[src/rtl/perip_timer_cmp_if.sv]
// Peripheral bus bundle for perip_timer_cmp: one access per cycle while ena is high,
// read data registered by the slave.
interface perip_timer_cmp_if;
  logic        ena;
  logic        rw;
  logic [31:0] addr;
  logic [31:0] wdata;
  logic [31:0] rdata;

  modport master (output ena, rw, addr, wdata, input rdata);
  modport slave  (input ena, rw, addr, wdata, output rdata);
endinterface

[src/rtl/perip_timer_cmp.sv]
// Prescaled free-running time counter with load/clear, coherent hi/lo reads, sticky
// overflow and NUM_CMP mtimecmp-style compare channels driving level interrupts.
module perip_timer_cmp_ch #(
  parameter int CNT_W = 64
) (
  input  logic             clk,
  input  logic             rst,
  input  logic             wr_lo,
  input  logic             wr_hi,
  input  logic [31:0]      wdata,
  input  logic [CNT_W-1:0] cnt,
  input  logic             ie,
  output logic [63:0]      cmp,
  output logic             match,
  output logic             irq
);
  // Compare value is stored at full 64 bits but only CNT_W bits take part in the match.
  assign match = cnt >= cmp[CNT_W-1:0];

  always_ff @(posedge clk or negedge rst) begin
    if (!rst) begin
      cmp <= '1;
      irq <= 1'b0;
    end else begin
      if (wr_lo) cmp[31:0]  <= wdata;
      if (wr_hi) cmp[63:32] <= wdata;
      irq <= match & ie;
    end
  end
endmodule

module perip_timer_cmp #(
  parameter int TICK_DIV = 50,
  parameter int CNT_W    = 64,
  parameter int NUM_CMP  = 2
) (
  input  logic               clk,
  input  logic               rst,
  perip_timer_cmp_if.slave   bus,
  output logic [NUM_CMP-1:0] irq
);
  localparam int PW = (TICK_DIV > 1) ? $clog2(TICK_DIV) : 1;
  localparam int HW = CNT_W - 32;

  logic [4:0]                  a;
  logic                        wr, rd;
  logic [PW-1:0]               presc;
  logic [CNT_W-1:0]            cnt;
  logic [63:0]                 cnt64;
  logic                        en, ovf;
  logic [NUM_CMP-1:0]          ie, match;
  logic [NUM_CMP-1:0][63:0]    cmp;
  logic [31:0]                 shadow_hi, rdata, rd_mux;
  logic                        tick, clr, wr_ctrl, wr_lo, wr_hi, ovf_clr, wrap;
  logic                        unused_addr;

  assign a           = bus.addr[4:0];
  assign unused_addr = ^bus.addr[31:5];
  assign wr          = bus.ena & bus.rw;
  assign rd          = bus.ena & ~bus.rw;
  assign cnt64       = 64'(cnt);
  assign bus.rdata   = rdata;

  assign tick    = en && (presc == PW'(TICK_DIV - 1));
  assign wr_ctrl = wr && (a == 5'd2);
  assign clr     = wr_ctrl && bus.wdata[1];
  assign wr_lo   = wr && (a == 5'd0);
  assign wr_hi   = wr && (a == 5'd1);
  assign ovf_clr = wr && (a == 5'd3) && bus.wdata[16];
  // A software load or clear swallows the tick, so it cannot wrap either.
  assign wrap    = tick && !clr && !wr_lo && !wr_hi && (&cnt);

  always_ff @(posedge clk or negedge rst) begin
    if (!rst) begin
      presc <= '0;
      cnt   <= '0;
      en    <= 1'b1;
      ie    <= '0;
      ovf   <= 1'b0;
    end else begin
      if (clr)     presc <= '0;
      else if (en) presc <= tick ? '0 : presc + 1'b1;

      if (clr) cnt <= '0;
      else if (wr_lo || wr_hi) begin
        if (wr_lo) cnt[31:0]      <= bus.wdata;
        if (wr_hi) cnt[CNT_W-1:32] <= bus.wdata[HW-1:0];
      end else if (tick) cnt <= cnt + 1'b1;

      if (wr_ctrl) begin
        en <= bus.wdata[0];
        ie <= bus.wdata[8 +: NUM_CMP];
      end

      ovf <= (ovf & ~ovf_clr) | wrap;
    end
  end

  always_comb begin
    rd_mux = '0;
    case (a)
      5'd0: rd_mux = cnt64[31:0];
      5'd1: rd_mux = shadow_hi;
      5'd2: begin
        rd_mux[0]            = en;
        rd_mux[8 +: NUM_CMP] = ie;
      end
      5'd3: begin
        rd_mux[NUM_CMP-1:0] = match;
        rd_mux[16]          = ovf;
      end
      default: ;
    endcase
    for (int i = 0; i < NUM_CMP; i++) begin
      if (a == 5'(4 + 2*i)) rd_mux = cmp[i][31:0];
      if (a == 5'(5 + 2*i)) rd_mux = cmp[i][63:32];
    end
  end

  // The LO read snapshots the upper half so a following HI read is carry-coherent.
  always_ff @(posedge clk or negedge rst) begin
    if (!rst) begin
      rdata     <= '0;
      shadow_hi <= '0;
    end else if (rd) begin
      rdata <= rd_mux;
      if (a == 5'd0) shadow_hi <= cnt64[63:32];
    end
  end

  for (genvar i = 0; i < NUM_CMP; i++) begin : g_ch
    perip_timer_cmp_ch #(.CNT_W(CNT_W)) u_ch (
      .clk   (clk),
      .rst   (rst),
      .wr_lo (wr && (a == 5'(4 + 2*i))),
      .wr_hi (wr && (a == 5'(5 + 2*i))),
      .wdata (bus.wdata),
      .cnt   (cnt),
      .ie    (ie[i]),
      .cmp   (cmp[i]),
      .match (match[i]),
      .irq   (irq[i])
    );
  end
endmodule

[src/flat_wrapper.sv]
// flat-port wrapper written by rule: the top's interface ports become plain ports
module perip_timer_cmp_flat 
#(
  parameter int TICK_DIV = 50,
  parameter int CNT_W    = 64,
  parameter int NUM_CMP  = 2
)
  (clk, rst, irq, bus_ena, bus_rw, bus_addr, bus_wdata, bus_rdata);
  perip_timer_cmp_if bus_i ();
  input  logic clk;
  input  logic rst;
  output logic [NUM_CMP-1:0] irq;
  input wire logic [$bits(bus_i.ena)-1:0] bus_ena;
  input wire logic [$bits(bus_i.rw)-1:0] bus_rw;
  input wire logic [$bits(bus_i.addr)-1:0] bus_addr;
  input wire logic [$bits(bus_i.wdata)-1:0] bus_wdata;
  output wire logic [$bits(bus_i.rdata)-1:0] bus_rdata;
  assign bus_i.ena = bus_ena;
  assign bus_i.rw = bus_rw;
  assign bus_i.addr = bus_addr;
  assign bus_i.wdata = bus_wdata;
  assign bus_rdata = bus_i.rdata;
  perip_timer_cmp #(.TICK_DIV(TICK_DIV), .CNT_W(CNT_W), .NUM_CMP(NUM_CMP)) u_core (.clk(clk), .rst(rst), .bus(bus_i), .irq(irq));
endmodule
[config.mk]
export PLATFORM = sky130hd
export DESIGN_NAME = perip_timer_cmp_flat
export DESIGN_NICKNAME = d
export VERILOG_FILES = /design/src/rtl/perip_timer_cmp_if.sv /design/src/rtl/perip_timer_cmp.sv /design/src/flat_wrapper.sv
export SDC_FILE = /design/constraint.sdc
export NUM_CORES = 1
export LEC_CHECK = 0
export CAP_MARGIN = 20
export CORE_ASPECT_RATIO = 2
export CORE_MARGIN = 2
export CORE_UTILIZATION = 35
export DETAILED_ROUTE_END_ITERATION = 10
export HOLD_SLACK_MARGIN = 0.03
export MAX_ROUTING_LAYER = met4
export PLACE_DENSITY_LB_ADDON = 0.2
export SLEW_MARGIN = 20
export SYNTH_ARGS = -nofsm -noshare
export SYNTH_HDL_FRONTEND = slang
export SYNTH_SLANG_ARGS = --single-unit
export TNS_END_PERCENT = 100
[constraint.sdc]
create_clock -name clk -period 3.3 [get_ports clk]
set_input_delay 0.825 -clock clk [delete_from_list [all_inputs] [get_ports clk]]
set_output_delay 0.825 -clock clk [all_outputs]
set_load 0.005 [all_outputs]
## Word-level counts from Yosys, hierarchy flattened

Cells that the tools add are included.

| operators by class | value |
|---|---|
| $add $sub $neg | 2 |
| multiply operators | 0 |
| divide/modulo/power cells | 0 |
| magnitude comparators | 2 |
| equality and inequality tests | 10 |
| shift-type cells | 0 |
| muxes and demuxes | 19 |
| bitwise operators | 8 |
| reduce and logical (&&, ||, !) cells | 26 |

Operator list:

| kind | count |
|---|---|
| $mux 32 | 6 |
| $mux 64 | 3 |
| $ge 64x64->1 | 2 |
| $add 64x1->64 const B | 1 |
| $reduce_and 64->1 | 1 |
| $pmux 15 s2 | 1 |
| $pmux 6 s2 | 2 |
| $eq 5x3->1 const B | 4 |
| $mux 6 | 3 |
| $logic_and 1x1->1 | 15 |
| $eq 5x2->1 const B | 2 |
| $add 6x1->6 const B | 1 |
| $eq 6x6->1 const B | 1 |
| $ne 3x1->1 const B | 2 |
| $pmux 1 s3 | 2 |
| $pmux 2 s3 | 1 |
| $reduce_and 2->1 | 3 |
| $and 1x1->1 | 5 |
| $eq 5x1->1 const B | 1 |
| $logic_not 5->1 | 1 |
| $pmux 1 s4 | 1 |
| $logic_not 1->1 | 3 |
| $reduce_bool 3->1 | 1 |
| $not 1->1 | 2 |
| other kinds (3) | 3 |

| storage, ports and cells | value |
|---|---|
| flip-flop bits (word level) | 268 |
| latch bits | 0 |
| memory bits (writable) | 0 |
| ROM bits | 0 |
| input bits | 68 |
| word-level logic and storage cells | 81 |
| memories | 0 |

## Logic depth before layout (Yosys ltp)

| depth | value |
|---|---|
| word-level depth | 9 |
| depth in mapped cells | 12 |
| depth with buffers taken out | 9 |

## Hierarchy

Synthesis repeated with hierarchy kept, for this count alone.

| unflattened totals | value |
|---|---|
| cells, all modules | 1,860 |
| area, all modules | 16,413.2 µm² |

Modules (own cells, without submodules):

| module | times used | cells each | area each (µm²) |
|---|---|---|---|
| perip_timer_cmp | 1 | 984 | 8,423.1 |
| perip_timer_cmp_ch | 2 | 438 | 3,995.1 |

## Least setup slack after synthesis

OpenSTA, ideal clock, no wires.

| path | value |
|---|---|
| path type | input port to flip-flop |
| start | in bus_addr[1] |
| end | reg u_core.cnt[33] |
| data arrival time | 2.577 ns |
| data required time | 3.177 ns |
| path slack | 0.600 ns |
| stages on the path | 10 |
| path buffers | 4 |
| path through | buf_4 > nor4_4 > nand3_1 > buf_2 > and2_1 > buf_2 > nor2_4 > buf_4 > nor2_1 > o221a_1 |

| between the ends | value |
|---|---|
| word-level cells in the longest chain between the ends | 5 |
| elaborated cells between the ends (all ways) | 13 |

RTL lines:

| item | line | RTL |
|---|---|---|
| from (decl) | flat_wrapper.sv:15 | `input wire logic [$bits(bus_i.addr)-1:0] bus_addr;` |
| $eq 5x1->1, or another cell as far along | perip_timer_cmp.sv:68 | `assign wr_hi = wr && (a == 5'd1);` |
| $logic_and 1x1->1 (on tied branches) | perip_timer_cmp.sv:68, perip_timer_cmp.sv:65, perip_timer_cmp.sv:67 |  |
| $logic_or 1x1->1 or $logic_and 1x1->1 (tied branches) | perip_timer_cmp.sv:85, perip_timer_cmp.sv:66 |  |
| $ne 3x1->1 (no source line), or another cell as far along | n/a |  |
| $reduce_and 2->1 (no source line) or $mux 64 (tied branches) | n/a |  |
| to (signal, indexed assignment) | perip_timer_cmp.sv:87 | `if (wr_hi) cnt[CNT_W-1:32] <= bus.wdata[HW-1:0];` |
| to (signal assigned) | perip_timer_cmp.sv:88 | `end else if (tick) cnt <= cnt + 1'b1;` |
| to (decl) | perip_timer_cmp.sv:48 | `logic [CNT_W-1:0] cnt;` |

Parallel ways exist; a longest one is shown, timed or not.
A chain may end at the register's enable or synchronous reset.

## Worst setup path in the final report

| path | value |
|---|---|
| start | reg u_core.g_ch[0].u_ch.cmp[39] |
| end | reg u_core.g_ch[0].u_ch.irq |

| between the ends | value |
|---|---|
| word-level cells in the longest chain between the ends | 2 |

RTL lines:

| item | line | RTL |
|---|---|---|
| from (decl) | perip_timer_cmp.sv:13 | `output logic [63:0] cmp,` |
| from (signal assigned) | perip_timer_cmp.sv:26 | `if (wr_hi) cmp[63:32] <= wdata;` |
| $ge 64x64->1 | perip_timer_cmp.sv:18 | `assign match = cnt >= cmp[CNT_W-1:0];` |
| $and 1x1->1 | perip_timer_cmp.sv:27 | `irq <= match & ie;` |
| to (signal assigned) | perip_timer_cmp.sv:27 |  |
| to (decl) | perip_timer_cmp.sv:15 | `output logic irq` |

Every way passes these cells.

==> results.md <==
- Worst path max stage delay: 0.66 ns
- Total Wirelength: 63.0 mm
- Total GRT Usage: 26.3%
- Reg2reg start: u_core.g_ch[0].u_ch.cmp[39]
- Worst Tran Pin Value: 0.758 ns
- First-pass GRT wire length: 94.3 mm
- FF+latch count, synth: 268
- Cts bufs inserted: 30
- Data required, critical path: 3.76 ns
- Hold Crit Class: input pin to async pin
- Worst r2r path cells: 12
- Ys async rst share: 100%
- Register area share after synthesis: 41.3%
- Synth warn: 0
- Worst reg2reg setup slack: 0.15 ns
- Cell area power density: 482 mW/mm2
- FF/Latch Area: 0.00687 mm2
- CP Class: register to register
- Max-slew violation count: 0
- Remaining antenna violation count: 0
- Via count: 15000
- WL per Instance: 23.7 um
- Most frequent CP cell: buf_4
- Die area: 0.0494 mm2
- DR pass1 iterations: 8
- H-tree levels: 1
- Max-cap violations: 0
- Distinct cell type count after synthesis: 75
- Peak supply drop: 0.000635 V
- Final Util: 42.7%
- Number of synthesized flops with an enable pin: 0
- Slowest stage cell, crit path: or4_1
- Final HPWL DP: 46.5 mm
- DRC: 0
- Post-CTS Hold Fix Bufs: 0
- P&R area growth vs syn: 21.2%
- CP bufs+invs: 4
- GP Congestion: 0.955
- IO Count: 102
- Largest net degree at the start of global routing: 91
- Critical Path AT: 3.61 ns
- Diode count: 0
- Syn Inst Count: 1859
- Post-route clock period utilization: 95.5%
- Worst setup margin: 0.148 ns
- Setup TNS: 0 ns
- Clock Skews: 0.0221 ns
- Fin. Hold Viols: 0
- Status: finished, final reports clean
- Commonest non-fill, non-tap cell in the layout: nand2_1
- Initial antenna violation count: 0
- Core ar.: 0.0472 mm2
- Tmin final: 3.15 ns
- Ys flop type: dfrtp_1
- Share of layout cells above drive strength 1: 21.9%
- Critical path fanouts, max: 3
- RSZ-0062 raised after global routing: no
- Total clock sinks: 268
- Post-cts resize count: 0
- Clk root buf: clkbuf_16
- Clock Pin Slew Worst Setup and Hold Paths: 0.06 ns
- Avg Cell Area, Syn: 8.95 um2
- Crit-path cells: inv_1, ha_1, nand4_1, or4_1, nor2_1, buf_4, o21ai_0, buf_4, nand2_1, nor3_1, buf_4, o21ai_0
- Hold Slack: 0.285 ns
- Crit end category: register
- Fillers: 4758
- Die H: 312 um
- Synthesized area: 0.0166 mm2
- Total Power: 9.72 mW
- LEAKAGE: 8.77 nW
- F_max: 317 MHz
- Vias in the first global route: 14500
- Row cnt: 113
- # setup viols final: 0
- Iteration-0 DRC Markers: 1291
- Worst skew pair latency: 0.59 ns
- R2r endpoint: u_core.g_ch[0].u_ch.irq
- Slew headroom: 49.4%
- Total setup buffers inserted after CTS: 0
- Initial Util: 35.2%
- Pre-CTS WS: 0.0299 ns
- Area of the multi-input gates: 0.00890 mm2
- Clock Tree Buf Depth: 3
- Port Buf Inserts: 74
- Die extent in x: 158 um
- Worst path top cell family by delay: simple AND/OR/NAND/NOR gates
- Most frequent cells in the layout: nand2_1, o21ai_0, dfrtp_1
- Via density: 5.63
- Nets: 2203
- CTS tree: done
- Grt ovf: 0
- Syn nets: 2058
- Critical path launch point type: register
-- layer usage --
layer | up-vias | track usage [%] | share of wire, %
met3 | 97 | 2.32 | 4.6
met4 | 0 | 7.62 | 3.0
met2 | 495 | 44.3 | 50
li1 | 6989 | - | -
met5 | - | - | 0
met1 | 7395 | 33.5 | 42
-- synthesized netlist by cell type, types with 10 or more instances --
| cell type | instances | area (um2) |
|---|---|---|
| a2111oi_0 | 12 | 105 |
| a211oi_1 | 12 | 90.1 |
| a21o_1 | 13 | 97.6 |
| a21oi_1 | 133 | 666 |
| a222oi_1 | 25 | 250 |
| a22oi_1 | 10 | 75.1 |
| a31oi_1 | 15 | 93.8 |
| and3_1 | 16 | 100 |
| buf_2 | 19 | 95.1 |
| clkbuf_1 | 67 | 251 |
| dfrtp_1 | 139 | 3480 |
| dfstp_2 | 129 | 3390 |
| ha_1 | 131 | 1640 |
| inv_1 | 138 | 518 |
| mux2_2 | 97 | 1090 |
| mux2i_1 | 14 | 140 |
| nand2_1 | 262 | 983 |
| nand3_1 | 44 | 220 |
| nand4_1 | 40 | 250 |
| nor2_1 | 133 | 499 |
| nor3_1 | 35 | 175 |
| nor4_1 | 14 | 87.6 |
| o21ai_0 | 193 | 966 |
| o21ai_1 | 13 | 65.1 |
-- power breakdown --
part           internal, mW  total [mW]  switching, mW
combinational         0.723        1.74           1.02
sequential             3.86        4.17          0.313
clock                  2.32        3.81           1.50
-- final cells by class --
type                            instances  share of cell area (%)
Clock buffer                           43                    4.37
Sequential cell                       268                    34.1
Inverter                              138                    2.57
Timing Repair Buffer                  210                    9.85
Multi-Input combinational cell       1356                    44.1
Clock inverter                         13                    1.10
Tap cell                              632                    3.92
-- state kept, by name, summed over array words and instances (netlist names) --
register	cells
u_core.bus.rdata	32
u_core.cnt	64
u_core.en	1
u_core.g_ch.u_ch.cmp	128
u_core.g_ch.u_ch.irq	2
u_core.ie	2
u_core.ovf	1
u_core.presc	6
u_core.shadow_hi	32
-- metrics by stage --
stage               cell area (um2)  instances
finish                        20200       2660
global route                  20200       2660
CTS                           20200       2660
detailed placement            19100       2604
global placement              19100       2604
floorplan                     16600       1859
-- logic make-up after synthesis --
group                      after synthesis  synth area share [%]
DFF                                    268                  41.3
adders and majority gates              131                  9.85
buffers and inverters                  235                  5.68
muxes                                  111                  7.41
AOI/OAI and AO/OA                      504                  18.5
and+or+nand+nor                        609                  17.3
xor gates and xnor gates                 1                0.0526
-- how the worst max path moves through the flow --
| stage | from | endpoint | slack, ns | cells after the start |
|---|---|---|---|---|
| after global placement | bus_addr[4] | u_core.bus.rdata[10] | -0.02 | 10 |
| after detailed placement | bus_addr[2] | u_core.bus.rdata[18] | 0.03 | 9 |
| after global routing | u_core.g_ch[0].u_ch.cmp[39] | u_core.g_ch[0].u_ch.irq | 0.12 | 12 |
| after floorplan | bus_addr[1] | u_core.cnt[33] | 0.60 | 10 |
| final | u_core.g_ch[0].u_ch.cmp[39] | u_core.g_ch[0].u_ch.irq | 0.15 | 12 |
| after CTS | u_core.g_ch[0].u_ch.cmp[15] | u_core.g_ch[0].u_ch.irq | 0.17 | 10 |
-- worst register-to-register path: stages (launching register included) --
cell and delay [ns]:
dfstp_2 0.54, inv_1 0.06, ha_1 0.32, nand4_1 0.28
or4_1 0.66, nor2_1 0.16, buf_4 0.17, o21ai_0 0.12
buf_4 0.16, nand2_1 0.05, nor3_1 0.06, buf_4 0.17
o21ai_0 0.28
Power figures use the tool's default switching activity.
